### config.mk
export PLATFORM = sky130hd
export DESIGN_NAME = tdm_clkgen_flat
export DESIGN_NICKNAME = d
export VERILOG_FILES = /design/src/rtl/tdm_clkgen_pkg.sv /design/src/rtl/tdm_clkgen_if.sv /design/src/rtl/tdm_clkgen_clk_div.sv /design/src/rtl/tdm_clkgen.sv /design/src/flat_wrapper.sv
export SDC_FILE = /design/constraint.sdc
export NUM_CORES = 1
export LEC_CHECK = 0
export ABC_CLOCK_PERIOD_IN_PS = 2000
export BUFFER_PORTS_ARGS = -buffer_cell sky130_fd_sc_hd__buf_2
export CAP_MARGIN = 0
export CORE_MARGIN = 2
export CORE_UTILIZATION = 45
export DETAILED_ROUTE_END_ITERATION = 7
export PLACE_DENSITY = 0.64
export SKIP_CTS_REPAIR_TIMING = 1
export SYNTH_ARGS = -nofsm -noshare
export SYNTH_HDL_FRONTEND = slang
export SYNTH_SLANG_ARGS = --single-unit
export TNS_END_PERCENT = 10
### constraint.sdc
create_clock -name clk -period 2 [get_ports clk]
set_clock_uncertainty 0.2 [all_clocks]
set_input_delay 0.2 -clock clk [delete_from_list [all_inputs] [get_ports clk]]
set_output_delay 0.2 -clock clk [all_outputs]
set_load 0.02 [all_outputs]
### src/rtl/tdm_clkgen_pkg.sv
// i2s_pkg: shared types and helpers for the I2S/TDM clock generator and the
// serializer/deserializer blocks that consume its strobes.
//   i2s_fmt_t  - frame-sync format selector
//   frame_bits - data bits per frame (slots * slot width)
//   idx_w      - index width for a count, never below 1 bit
package i2s_pkg;

  typedef enum logic [1:0] {
    FMT_I2S   = 2'd0,
    FMT_LJ    = 2'd1,
    FMT_DSP_A = 2'd2,
    FMT_DSP_B = 2'd3
  } i2s_fmt_t;

  function automatic int frame_bits(input int num_slots, input int slot_w);
    return num_slots * slot_w;
  endfunction

  function automatic int idx_w(input int n);
    return (n > 1) ? $clog2(n) : 1;
  endfunction

endpackage

### src/rtl/tdm_clkgen_if.sv
// tdm_clkgen_if: control inputs and timing outputs of the TDM clock generator.
//   master modport - the clock generator (consumes en/fmt, drives timing)
//   slave  modport - a controller/consumer (drives en/fmt, observes timing)
// Signals: en, fmt, sclk, lrclk, bclk_rise, bclk_fall, frame_start, slot,
// bit_idx, and frame_cnt when TDM_CLKGEN_FRAME_CTR_EN is defined.
interface tdm_clkgen_if #(
  parameter int NUM_SLOTS = 2,
  parameter int SLOT_W    = 32
);
  import i2s_pkg::*;

  localparam int SLOT_IW = idx_w(NUM_SLOTS);
  localparam int BIT_IW  = idx_w(SLOT_W);

  logic               en;
  i2s_fmt_t           fmt;
  logic               sclk;
  logic               lrclk;
  logic               bclk_rise;
  logic               bclk_fall;
  logic               frame_start;
  logic [SLOT_IW-1:0] slot;
  logic [BIT_IW-1:0]  bit_idx;

`ifdef TDM_CLKGEN_FRAME_CTR_EN
  logic [31:0]        frame_cnt;

  modport master (
    input  en, fmt,
    output sclk, lrclk, bclk_rise, bclk_fall, frame_start, slot, bit_idx,
           frame_cnt
  );

  modport slave (
    output en, fmt,
    input  sclk, lrclk, bclk_rise, bclk_fall, frame_start, slot, bit_idx,
           frame_cnt
  );
`else
  modport master (
    input  en, fmt,
    output sclk, lrclk, bclk_rise, bclk_fall, frame_start, slot, bit_idx
  );

  modport slave (
    output en, fmt,
    input  sclk, lrclk, bclk_rise, bclk_fall, frame_start, slot, bit_idx
  );
`endif

endinterface

### src/rtl/tdm_clkgen_clk_div.sv
// clk_div_strobe: divides clk by 2*HALF_DIV into a 50% duty bit clock and
// emits single-cycle rise/fall strobes registered alongside the sclk edge.
// Ports:
//   clk, rst      - master clock, synchronous active-high reset
//   i_en          - run enable; low clears the divider like rst
//   o_sclk        - bit clock
//   o_rise/o_fall - strobes coincident with the sclk 0->1 / 1->0 change
//   o_fall_nxt    - combinational: the next edge registers a falling edge,
//                   lets the parent update its registers in the same cycle
module clk_div_strobe #(
  parameter int HALF_DIV = 2
) (
  input  logic clk,
  input  logic rst,
  input  logic i_en,
  output logic o_sclk,
  output logic o_rise,
  output logic o_fall,
  output logic o_fall_nxt
);

  localparam int CTR_W = (HALF_DIV > 1) ? $clog2(HALF_DIV) : 1;

  logic [CTR_W-1:0] r_div_ctr;
  logic             r_sclk;
  logic             r_rise;
  logic             r_fall;
  logic             w_wrap;

  // With HALF_DIV=1 the counter is stuck at 0 and every cycle wraps.
  assign w_wrap = (r_div_ctr == CTR_W'(HALF_DIV - 1));

  always_ff @(posedge clk) begin
    if (rst || !i_en) begin
      r_div_ctr <= '0;
      r_sclk    <= 1'b0;
      r_rise    <= 1'b0;
      r_fall    <= 1'b0;
    end else begin
      r_rise <= 1'b0;
      r_fall <= 1'b0;
      if (w_wrap) begin
        r_div_ctr <= '0;
        r_sclk    <= ~r_sclk;
        r_rise    <= ~r_sclk;
        r_fall    <= r_sclk;
      end else begin
        r_div_ctr <= r_div_ctr + 1'b1;
      end
    end
  end

  assign o_sclk     = r_sclk;
  assign o_rise     = r_rise;
  assign o_fall     = r_fall;
  assign o_fall_nxt = i_en & w_wrap & r_sclk;

endmodule

### src/rtl/tdm_clkgen.sv
// tdm_clkgen: I2S/TDM master clock generator. Derives sclk and lrclk from
// clk, and provides clk-domain strobes plus slot/bit indices so data paths
// stay synchronous to clk. FS_RATIO clk cycles per frame, exactly.
// Ports:
//   clk, rst - master clock (MCLK), synchronous active-high reset
//   bus      - tdm_clkgen_if.master: en, fmt in; sclk, lrclk, bclk_rise,
//              bclk_fall, frame_start, slot, bit_idx (+frame_cnt) out
// Optional: define TDM_CLKGEN_FRAME_CTR_EN to add the 32-bit frame_cnt.
module tdm_clkgen
  import i2s_pkg::*;
#(
  parameter int SLOT_W    = 32,
  parameter int NUM_SLOTS = 2,
  parameter int FS_RATIO  = 256
) (
  input logic         clk,
  input logic         rst,
  tdm_clkgen_if.master bus
);

  localparam int FRAME_BITS = frame_bits(NUM_SLOTS, SLOT_W);
  localparam int HALF_DIV   = FS_RATIO / (2 * FRAME_BITS);
  localparam int FB_W       = $clog2(FRAME_BITS);
  localparam int SLOT_IW    = idx_w(NUM_SLOTS);
  localparam int BIT_IW     = idx_w(SLOT_W);

  localparam logic [FB_W-1:0]    FB_LAST   = FB_W'(FRAME_BITS - 1);
  localparam logic [FB_W-1:0]    FB_HALF   = FB_W'(FRAME_BITS / 2);
  localparam logic [BIT_IW-1:0]  BIT_LAST  = BIT_IW'(SLOT_W - 1);
  localparam logic [SLOT_IW-1:0] SLOT_LAST = SLOT_IW'(NUM_SLOTS - 1);

  if (SLOT_W < 8) begin : g_bad_slot_w
    $error("tdm_clkgen: SLOT_W must be at least 8");
  end
  if (NUM_SLOTS < 1 || NUM_SLOTS > 16 || (NUM_SLOTS & (NUM_SLOTS - 1)) != 0) begin : g_bad_slots
    $error("tdm_clkgen: NUM_SLOTS must be a power of 2 in 1..16");
  end
  if (FS_RATIO <= 0 || (FS_RATIO % (2 * FRAME_BITS)) != 0) begin : g_bad_ratio
    $error("tdm_clkgen: FS_RATIO must be a multiple of 2*NUM_SLOTS*SLOT_W");
  end

  logic w_sclk, w_rise, w_fall, w_fall_nxt;

  clk_div_strobe #(.HALF_DIV(HALF_DIV)) u_div (
    .clk        (clk),
    .rst        (rst),
    .i_en       (bus.en),
    .o_sclk     (w_sclk),
    .o_rise     (w_rise),
    .o_fall     (w_fall),
    .o_fall_nxt (w_fall_nxt)
  );

  logic [FB_W-1:0]    r_fb;
  logic               r_lrclk;
  logic               r_frame_start;
  logic [SLOT_IW-1:0] r_slot;
  logic [BIT_IW-1:0]  r_bit_idx;
  i2s_fmt_t           r_fmt;

  logic               w_fb_wrap;
  logic [FB_W-1:0]    w_fb_nxt;
  logic [FB_W-1:0]    w_fb_nxt_p1;
  i2s_fmt_t           w_fmt_eff;
  logic               w_lrclk_nxt;

  assign w_fb_wrap   = (r_fb == FB_LAST);
  assign w_fb_nxt    = w_fb_wrap ? '0 : r_fb + 1'b1;
  assign w_fb_nxt_p1 = (w_fb_nxt == FB_LAST) ? '0 : w_fb_nxt + 1'b1;
  // The format register reloads at the frame boundary; bit 0 of the new
  // frame must already be encoded with the incoming format.
  assign w_fmt_eff   = w_fb_wrap ? bus.fmt : r_fmt;

  always_comb begin
    w_lrclk_nxt = 1'b0;
    case (w_fmt_eff)
      FMT_I2S:   w_lrclk_nxt = (w_fb_nxt_p1 >= FB_HALF);
      FMT_LJ:    w_lrclk_nxt = (w_fb_nxt < FB_HALF);
      FMT_DSP_A: w_lrclk_nxt = (w_fb_nxt == FB_LAST);
      FMT_DSP_B: w_lrclk_nxt = (w_fb_nxt == '0);
      default:   w_lrclk_nxt = 1'b0;
    endcase
  end

`ifdef TDM_CLKGEN_FRAME_CTR_EN
  logic [31:0] r_frame_cnt;
`endif

  // slot/bit_idx track fb incrementally; they wrap together with fb.
  always_ff @(posedge clk) begin
    if (rst || !bus.en) begin
      r_fb          <= FB_LAST;
      r_lrclk       <= 1'b0;
      r_frame_start <= 1'b0;
      r_slot        <= SLOT_LAST;
      r_bit_idx     <= '0;
      r_fmt         <= bus.fmt;
`ifdef TDM_CLKGEN_FRAME_CTR_EN
      r_frame_cnt   <= '0;
`endif
    end else begin
      r_frame_start <= 1'b0;
      if (w_fall_nxt) begin
        r_fb    <= w_fb_nxt;
        r_lrclk <= w_lrclk_nxt;
        if (w_fb_wrap) begin
          r_frame_start <= 1'b1;
          r_slot        <= '0;
          r_bit_idx     <= BIT_LAST;
          r_fmt         <= bus.fmt;
`ifdef TDM_CLKGEN_FRAME_CTR_EN
          r_frame_cnt   <= r_frame_cnt + 32'd1;
`endif
        end else if (r_bit_idx == '0) begin
          r_slot    <= r_slot + 1'b1;
          r_bit_idx <= BIT_LAST;
        end else begin
          r_bit_idx <= r_bit_idx - 1'b1;
        end
      end
    end
  end

  assign bus.sclk        = w_sclk;
  assign bus.bclk_rise   = w_rise;
  assign bus.bclk_fall   = w_fall;
  assign bus.lrclk       = r_lrclk;
  assign bus.frame_start = r_frame_start;
  assign bus.slot        = r_slot;
  assign bus.bit_idx     = r_bit_idx;
`ifdef TDM_CLKGEN_FRAME_CTR_EN
  assign bus.frame_cnt   = r_frame_cnt;
`endif

endmodule

### src/flat_wrapper.sv
// flat-port wrapper written by rule: the top's interface ports become plain ports
module tdm_clkgen_flat import i2s_pkg::*;
#(
  parameter int SLOT_W    = 32,
  parameter int NUM_SLOTS = 2,
  parameter int FS_RATIO  = 256
)
  (clk, rst, bus_en, bus_fmt, bus_sclk, bus_lrclk, bus_bclk_rise, bus_bclk_fall, bus_frame_start, bus_slot, bus_bit_idx);
  tdm_clkgen_if #(.NUM_SLOTS(NUM_SLOTS), .SLOT_W(SLOT_W)) bus_i ();
  input logic clk;
  input logic rst;
  input wire logic [$bits(bus_i.en)-1:0] bus_en;
  input wire logic [$bits(bus_i.fmt)-1:0] bus_fmt;
  output wire logic [$bits(bus_i.sclk)-1:0] bus_sclk;
  output wire logic [$bits(bus_i.lrclk)-1:0] bus_lrclk;
  output wire logic [$bits(bus_i.bclk_rise)-1:0] bus_bclk_rise;
  output wire logic [$bits(bus_i.bclk_fall)-1:0] bus_bclk_fall;
  output wire logic [$bits(bus_i.frame_start)-1:0] bus_frame_start;
  output wire logic [$bits(bus_i.slot)-1:0] bus_slot;
  output wire logic [$bits(bus_i.bit_idx)-1:0] bus_bit_idx;
  assign bus_i.en = bus_en;
  assign bus_i.fmt = bus_fmt;
  assign bus_sclk = bus_i.sclk;
  assign bus_lrclk = bus_i.lrclk;
  assign bus_bclk_rise = bus_i.bclk_rise;
  assign bus_bclk_fall = bus_i.bclk_fall;
  assign bus_frame_start = bus_i.frame_start;
  assign bus_slot = bus_i.slot;
  assign bus_bit_idx = bus_i.bit_idx;
  tdm_clkgen #(.SLOT_W(SLOT_W), .NUM_SLOTS(NUM_SLOTS), .FS_RATIO(FS_RATIO)) u_core (.clk(clk), .rst(rst), .bus(bus_i));
endmodule
# After elaboration in Yosys (flattened, before gate mapping)
# Cells that the tools add are included.
word_totals:
  reg_bits: 20
  out_inout_bits: 11
  wordCells: 49
op_classes:
  addsub: 5
  order_cmp: 2
  n_eq_ne: 5
  muxes: 11
  bitwise_logic: 5
  n_reduce_logical: 11
op_table:
  columns: ["cell", "n"]
  rows:
  - ["adder 6 x 1 -> 6 bit (second input constant)", 2]
  - ["== test 6 bit (second input constant)", 2]
  - ["2-to-1 mux 6 bit", 2]
  - ["2-to-1 mux 5 bit", 2]
  - ["greater-or-equal comparator 6 bit (second input constant)", 1]
  - ["logical NOT 6 bit", 1]
  - ["< comparator 6 bit (second input constant)", 1]
  - ["2-to-1 mux 2 bit", 3]
  - ["OR reduction 2 bit", 3]
  - ["logical NOT 5 bit", 1]
  - ["subtractor 5 x 1 -> 5 bit (second input constant)", 1]
  - ["== test 2 bit (second input constant)", 2]
  - ["case mux 1 bit (4 select lines)", 1]
  - ["nonzero test 2 bit", 2]
  - ["2-to-1 mux 1 bit", 3]
  - ["NOT 1 bit", 3]
  - ["adder 1 bit (second input constant)", 2]
  - ["AND 1 bit", 2]
  - ["== test 2 x 1 -> 1 bit (second input constant)", 1]
  - ["logical NOT 2 bit", 1]
  - ["AND reduction 2 bit", 1]
  - ["logical NOT 1 bit", 1]
  - ["logical OR 1 bit", 1]

# Longest topological paths before layout
depth:
  depth_word: 6
  mapped_depth: 8

# Hierarchy
# A second synthesis with hierarchy kept.
hier_totals:
  hier_cells: 127
  hier_area_um2: 1148.6
by_module_without_submodules:
  columns: ["module", "n_inst", "cells_per_inst", "area_per_inst_um2"]
  rows:
  - ["tdm_clkgen", 1, 115, 1016.0]
  - ["clk_div_strobe", 1, 12, 132.6]

# Worst setup path before layout
# No wires, ideal clock.
synth_path:
  path_kind: "register to register"
  start: "register u_core.r_fb[1] (netlist name)"
  end: "register u_core.r_fmt[0], data pin"
  setup_ns: 0.260
  arrival_ns: 1.435
  slack_ns: 0.105
  stages_incl_launch_ff: 6
  synth_period_minus_slack_ns: 1.895
  path_cell_list: "dfxtp_1 ha_1 and2_1 nand2_2 nand2_1 mux2_2"
synth_rtl:
  columns: ["item", "line_no", "source"]
  rows:
  - ["end signal: assignment", "tdm_clkgen.sv:97", "r_fmt <= bus.fmt;"]
  - ["end signal: assignment", "tdm_clkgen.sv:110", "r_fmt <= bus.fmt;"]
  - ["end: declaration", "tdm_clkgen.sv:59", "i2s_fmt_t r_fmt;"]

# Worst setup path in the final report
layout_path:
  start: "register u_core.r_fb[3]"
  end: "register u_core.r_lrclk, in the netlist u_core.bus.lrclk"
layout_between:
  elab_chain_cells: 6
  word_cells_on_any_way: 15
layout_lines:
  columns: ["item", "line_no", "source"]
  rows:
  - ["start: declaration", "tdm_clkgen.sv:54", "logic [FB_W-1:0] r_fb;"]
  - ["start signal: assignment", "tdm_clkgen.sv:104", "r_fb <= w_fb_nxt;"]
  - ["adder 6 x 1 -> 6 bit / == test 6 bit (equally long branches)", "tdm_clkgen.sv:68, tdm_clkgen.sv:67", null]
  - ["2-to-1 mux 6 bit", "tdm_clkgen.sv:68", "assign w_fb_nxt = w_fb_wrap ? '0 : r_fb + 1'b1;"]
  - ["adder 6 x 1 -> 6 bit / == test 6 bit (equally long branches)", "tdm_clkgen.sv:69, tdm_clkgen.sv:79", null]
  - ["2-to-1 mux 6 bit", "tdm_clkgen.sv:69", "assign w_fb_nxt_p1 = (w_fb_nxt == FB_LAST) ? '0 : w_fb_nxt + 1'b1;"]
  - ["greater-or-equal comparator 6 bit", "tdm_clkgen.sv:77", "FMT_I2S: w_lrclk_nxt = (w_fb_nxt_p1 >= FB_HALF);"]
  - ["case mux 1 bit (4 select lines) (*)", "tdm_clkgen.sv:76", "case (w_fmt_eff)"]
  - ["end signal: assignment", "tdm_clkgen.sv:105", "r_lrclk <= w_lrclk_nxt;"]
  - ["end: declaration", "tdm_clkgen.sv:55", "logic r_lrclk;"]
# Mark *: on every way between the ends. The rest lies on a longest branch, timed or not.
# A chain may end at the register's enable or synchronous reset.

==> flow_summary.html <==
<table>
<tr><th>Metric</th><th>Value</th></tr>
<tr><th colspan="2">Run status</th></tr>
<tr><td>Run status</td><td>finished clean</td></tr>
<tr><th colspan="2">Global route</th></tr>
<tr><td>Residual overflow from global routing</td><td>0</td></tr>
<tr><td>Wire length of the first global-routing pass</td><td>4930 um</td></tr>
<tr><td>All-Layer GR Usage</td><td>19.3%</td></tr>
<tr><td>Antenna violations before repair</td><td>0</td></tr>
<tr><td>Pin count of the biggest net entering global routing</td><td>14</td></tr>
<tr><td>Vias in the first global route</td><td>1118</td></tr>
<tr><th colspan="2">Setup path</th></tr>
<tr><td>Critical path, cell by cell</td><td>buf_4 &gt; and3b_1 &gt; o2111ai_2 &gt; a2111oi_2 &gt; o221ai_1 &gt; o211ai_2</td></tr>
<tr><td>CP Capture Type</td><td>flop</td></tr>
<tr><td>Highest net fanout along the worst path</td><td>9</td></tr>
<tr><td>Slowest stage delay, CP</td><td>410 ps</td></tr>
<tr><td>Top Family by Delay on Critical Path</td><td>compound AO/OA/AOI/OAI gates</td></tr>
<tr><td>Sum of buffers and inverters on the critical path</td><td>1</td></tr>
<tr><td>Type of the setup path with the least slack</td><td>reg -&gt; reg</td></tr>
<tr><td>Data arrival time of the critical path</td><td>1940 ps</td></tr>
<tr><td>Crit path max-delay cell type</td><td>sky130_fd_sc_hd__dfxtp_1</td></tr>
<tr><td>Data required time at the worst endpoint</td><td>2050 ps</td></tr>
<tr><td>Crit path launch type</td><td>flop</td></tr>
<tr><th colspan="2">Pwr</th></tr>
<tr><td>Sequential cell fraction of total power</td><td>54.9%</td></tr>
<tr><td>Power density normalized to cell area</td><td>526 mW/mm^2</td></tr>
<tr><td>Net switching component of the power</td><td>0.000173 W</td></tr>
<tr><td>Sw Share</td><td>22.7%</td></tr>
<tr><td>Clock network fraction of total power</td><td>37.7%</td></tr>
<tr><td>Cell-internal power</td><td>0.000590 W</td></tr>
<tr><td>Worst supply voltage drop on vdd</td><td>0.576 mV</td></tr>
<tr><td>Static leakage</td><td>0.643 nW</td></tr>
<tr><td>Logic gate share of total power</td><td>7.4%</td></tr>
<tr><th colspan="2">CTS</th></tr>
<tr><td>Master cell of the clock root buffer</td><td>sky130_fd_sc_hd__clkbuf_4</td></tr>
<tr><td>CTS tree</td><td>built</td></tr>
<tr><td>Max H-tree Level</td><td>1</td></tr>
<tr><td>Clock buffer count from CTS</td><td>3</td></tr>
<tr><td>Clock-pin transition on the worst setup and hold timing paths</td><td>130 ps</td></tr>
<tr><td>Clock buffer depth</td><td>2</td></tr>
<tr><td>Clock network latency to the later pin of the worst-skew pair</td><td>310 ps</td></tr>
<tr><td>Clock sink total</td><td>20</td></tr>
<tr><th colspan="2">Final layout</th></tr>
<tr><td>Fillers</td><td>241</td></tr>
<tr><td>Share of cells above drive strength 1</td><td>29.7%</td></tr>
<tr><td>Finished Core Util</td><td>57.5%</td></tr>
<tr><td>Area delta synth-&gt;final</td><td>19.1%</td></tr>
<tr><td>Final non-filler cell area</td><td>0.00145 sq mm</td></tr>
<tr><td>Antenna diode count</td><td>0</td></tr>
<tr><td># nets final</td><td>175</td></tr>
<tr><td>Post-route non-filler standard cell count</td><td>195</td></tr>
<tr><th colspan="2">Worst hold path</th></tr>
<tr><td>Type of the worst min-delay path</td><td>in -&gt; reg</td></tr>
<tr><th colspan="2">Routing</th></tr>
<tr><td>Via Count</td><td>1147</td></tr>
<tr><td>Post-detailed-route DRC marker count</td><td>0</td></tr>
<tr><td>Total routed wirelength</td><td>2890 um</td></tr>
<tr><td>Total iterations of the first detailed-routing run</td><td>4</td></tr>
<tr><td>Violation count after the first detailed-routing iteration</td><td>23</td></tr>
<tr><td>Number of routed nets with antenna violations</td><td>0</td></tr>
<tr><td>Average via count per standard cell</td><td>5.88</td></tr>
<tr><td>DR WL/cell</td><td>14.8 um</td></tr>
<tr><th colspan="2">STA</th></tr>
<tr><td>Min Clock Period, post-route</td><td>1890 ps</td></tr>
<tr><td>Highest attainable clock frequency</td><td>529 MHz</td></tr>
<tr><td>Final hold slack</td><td>36.9 ps</td></tr>
<tr><td>Setup Viol. Count Final</td><td>0</td></tr>
<tr><td>Final Slew Violations</td><td>0</td></tr>
<tr><td>Fraction of the cycle the final worst path needs</td><td>94.5%</td></tr>
<tr><td>Worst-case headroom to the max-slew limit</td><td>75.0%</td></tr>
<tr><td>Endpoints failing hold</td><td>0</td></tr>
<tr><td>Transition time of the tightest slew-check pin</td><td>375 ps</td></tr>
<tr><th colspan="2">Placed design</th></tr>
<tr><td>Number of port buffers</td><td>15</td></tr>
<tr><td>Post-placement cell area</td><td>0.00139 sq mm</td></tr>
<tr><td>DPL Wire Length</td><td>2250 um</td></tr>
<tr><td>GP Congestion</td><td>0.847</td></tr>
<tr><td>Cell count after placement</td><td>191</td></tr>
<tr><th colspan="2">Die</th></tr>
<tr><td>Row Count</td><td>18</td></tr>
<tr><td>Chip Height</td><td>56.0 um</td></tr>
<tr><td>Top-Level Pins</td><td>16</td></tr>
<tr><td>Core area</td><td>0.00252 sq mm</td></tr>
<tr><td>Chip Width</td><td>56.0 um</td></tr>
<tr><td>Initial cell density of the core</td><td>48.3%</td></tr>
<tr><td>Floorplan die area</td><td>0.00314 sq mm</td></tr>
<tr><th colspan="2">Synth</th></tr>
<tr><td>Yosys synthesis warning count</td><td>0</td></tr>
<tr><td>Dominant synthesized flop cell</td><td>sky130_fd_sc_hd__dfxtp_1</td></tr>
<tr><td>Fraction of registers with async set or reset after synthesis</td><td>0%</td></tr>
<tr><td>Most area-hungry cell type in the Yosys netlist</td><td>sky130_fd_sc_hd__dfxtp_1</td></tr>
<tr><td>Most frequent cells after synthesis</td><td>18 x sky130_fd_sc_hd__dfxtp_1, 17 x sky130_fd_sc_hd__nand2_1, 8 x sky130_fd_sc_hd__nor2_1, 7 x sky130_fd_sc_hd__a21oi_1, 7 x sky130_fd_sc_hd__o21ai_0</td></tr>
<tr><td>Post-synthesis register bit count</td><td>20</td></tr>
<tr><td>Syn Area/Cell</td><td>8.70 sq um</td></tr>
<tr><td>Cell variety after synth</td><td>55</td></tr>
<tr><td>Syn Nets</td><td>149</td></tr>
<tr><td>Count of flip-flops with a built-in enable after synthesis</td><td>2</td></tr>
<tr><td>Cell types with the largest area share after synthesis</td><td>sky130_fd_sc_hd__dfxtp_1 30%, sky130_fd_sc_hd__nand2_1 5.2%, sky130_fd_sc_hd__edfxtp_1 4.9%</td></tr>
<tr><td>Portion of synthesized cell area occupied by the leading cell type</td><td>29.6%</td></tr>
<tr><td>Dominant cell by count in the synthesized netlist</td><td>sky130_fd_sc_hd__dfxtp_1</td></tr>
<tr><td>Count of mapped cells out of synthesis</td><td>140</td></tr>
<tr><td>Post-synthesis instance area</td><td>0.00122 sq mm</td></tr>
<tr><td>Sequential fraction of the synthesis area</td><td>34.5%</td></tr>
<tr><th colspan="2">Run</th></tr>
<tr><td>Total of max-cap violations</td><td>0</td></tr>
</table>
[layout by cell type (no fill, tap or decap), types with 3 or more instances in the layout]
cell type and count:
sky130_fd_sc_hd__buf_2 15, sky130_fd_sc_hd__clkbuf_4 3, sky130_fd_sc_hd__buf_4 16, sky130_fd_sc_hd__o21ai_0 7, sky130_fd_sc_hd__mux2_2 3, sky130_fd_sc_hd__ha_1 3, sky130_fd_sc_hd__xnor2_1 3, sky130_fd_sc_hd__dfxtp_1 18
sky130_fd_sc_hd__and3_1 3, sky130_fd_sc_hd__and2_1 3, sky130_fd_sc_hd__inv_1 6, sky130_fd_sc_hd__nand2_1 17, sky130_fd_sc_hd__nor3_1 3, sky130_fd_sc_hd__a21oi_1 7, sky130_fd_sc_hd__nor2_1 8
[area by class of cell]
type / instances / area [sq um] / share of cell area [%]
clock buffers: 4 / 47.5 / 3.28
well taps: 30 / 37.5 / 2.59
repair buffers: 31 / 195 / 13.5
multi-input cells: 104 / 727 / 50.1
inverters: 6 / 22.5 / 1.55
flip-flops and latches: 20 / 420 / 29.0
[flip-flops by register name, indices dropped and copies added, names as in the netlist]
name	cells
u_core.bus.bit_idx	5
u_core.u_div.o_fall	1
u_core.r_fmt	2
u_core.bus.lrclk	1
u_core.bus.frame_start	1
u_core.r_fb	6
u_core.u_div.o_rise	1
u_core.bus.slot	1
u_core.u_div.r_div_ctr	1
u_core.u_div.o_sclk	1
[worst paths after layout]
path	start	to	slack (ps)	cells after the start
min	bus_fmt[1]	u_core.r_fmt[1]$_DFFE_PP_	40	2
max	u_core.r_fb[3]$_SDFFE_PP1P_	u_core.bus.lrclk$_SDFFE_PP0P_	110	6
min reg2reg	u_core.bus.slot$_SDFFE_PP1P_	u_core.bus.slot$_SDFFE_PP1P_	310	1
max reg2reg	u_core.r_fb[3]$_SDFFE_PP1P_	u_core.bus.lrclk$_SDFFE_PP0P_	110	6
[stage by stage]
stage | power [W] | setup TNS (ps) | setup slack, ps
detailed placement | 0.000484 | 0 | 50.2
floorplan | 0.000463 | 0 | 105
global placement | 0.000483 | 0 | 57.0
finish | 0.000763 | 0 | 109
CTS | 0.000767 | 0 | 27.8
global route | 0.000788 | -0.354 | -0.354
[routing by layer]
layer  routed length (um)  track usage (%)  share of wire (%)
met1                 1390             25.9                 48
met2                 1410             32.6                 49
met3                   74             3.02                2.6
met4                   15             4.08               0.52
met5                    0                0                  0
[logic make-up after synthesis]
kind of cell | Yosys count | synth area share [%]
buffers and inverters | 16 | 6.78
flip-flops | 20 | 34.5
AO/OA/AOI/OAI | 45 | 28.7
XOR/XNOR | 4 | 2.88
adder cells (fa/ha/maj) | 4 | 4.11
AND/OR/NAND/NOR | 48 | 20.2
multiplexers | 3 | 2.77
[power groups by stage]
stage | Combinational, W | Clock [W] | Sequential (W)
2_1_floorplan | 0.0000347 | 0 | 0.000428
3_3_place_gp | 0.0000552 | 0 | 0.000427
3_5_place_dp | 0.0000565 | 0 | 0.000428
4_1_cts | 0.0000567 | 0.000292 | 0.000419
5_1_grt | 0.0000626 | 0.000305 | 0.000420
6_report | 0.0000566 | 0.000287 | 0.000419
Note: power is estimated with default switching activity, not from simulation.
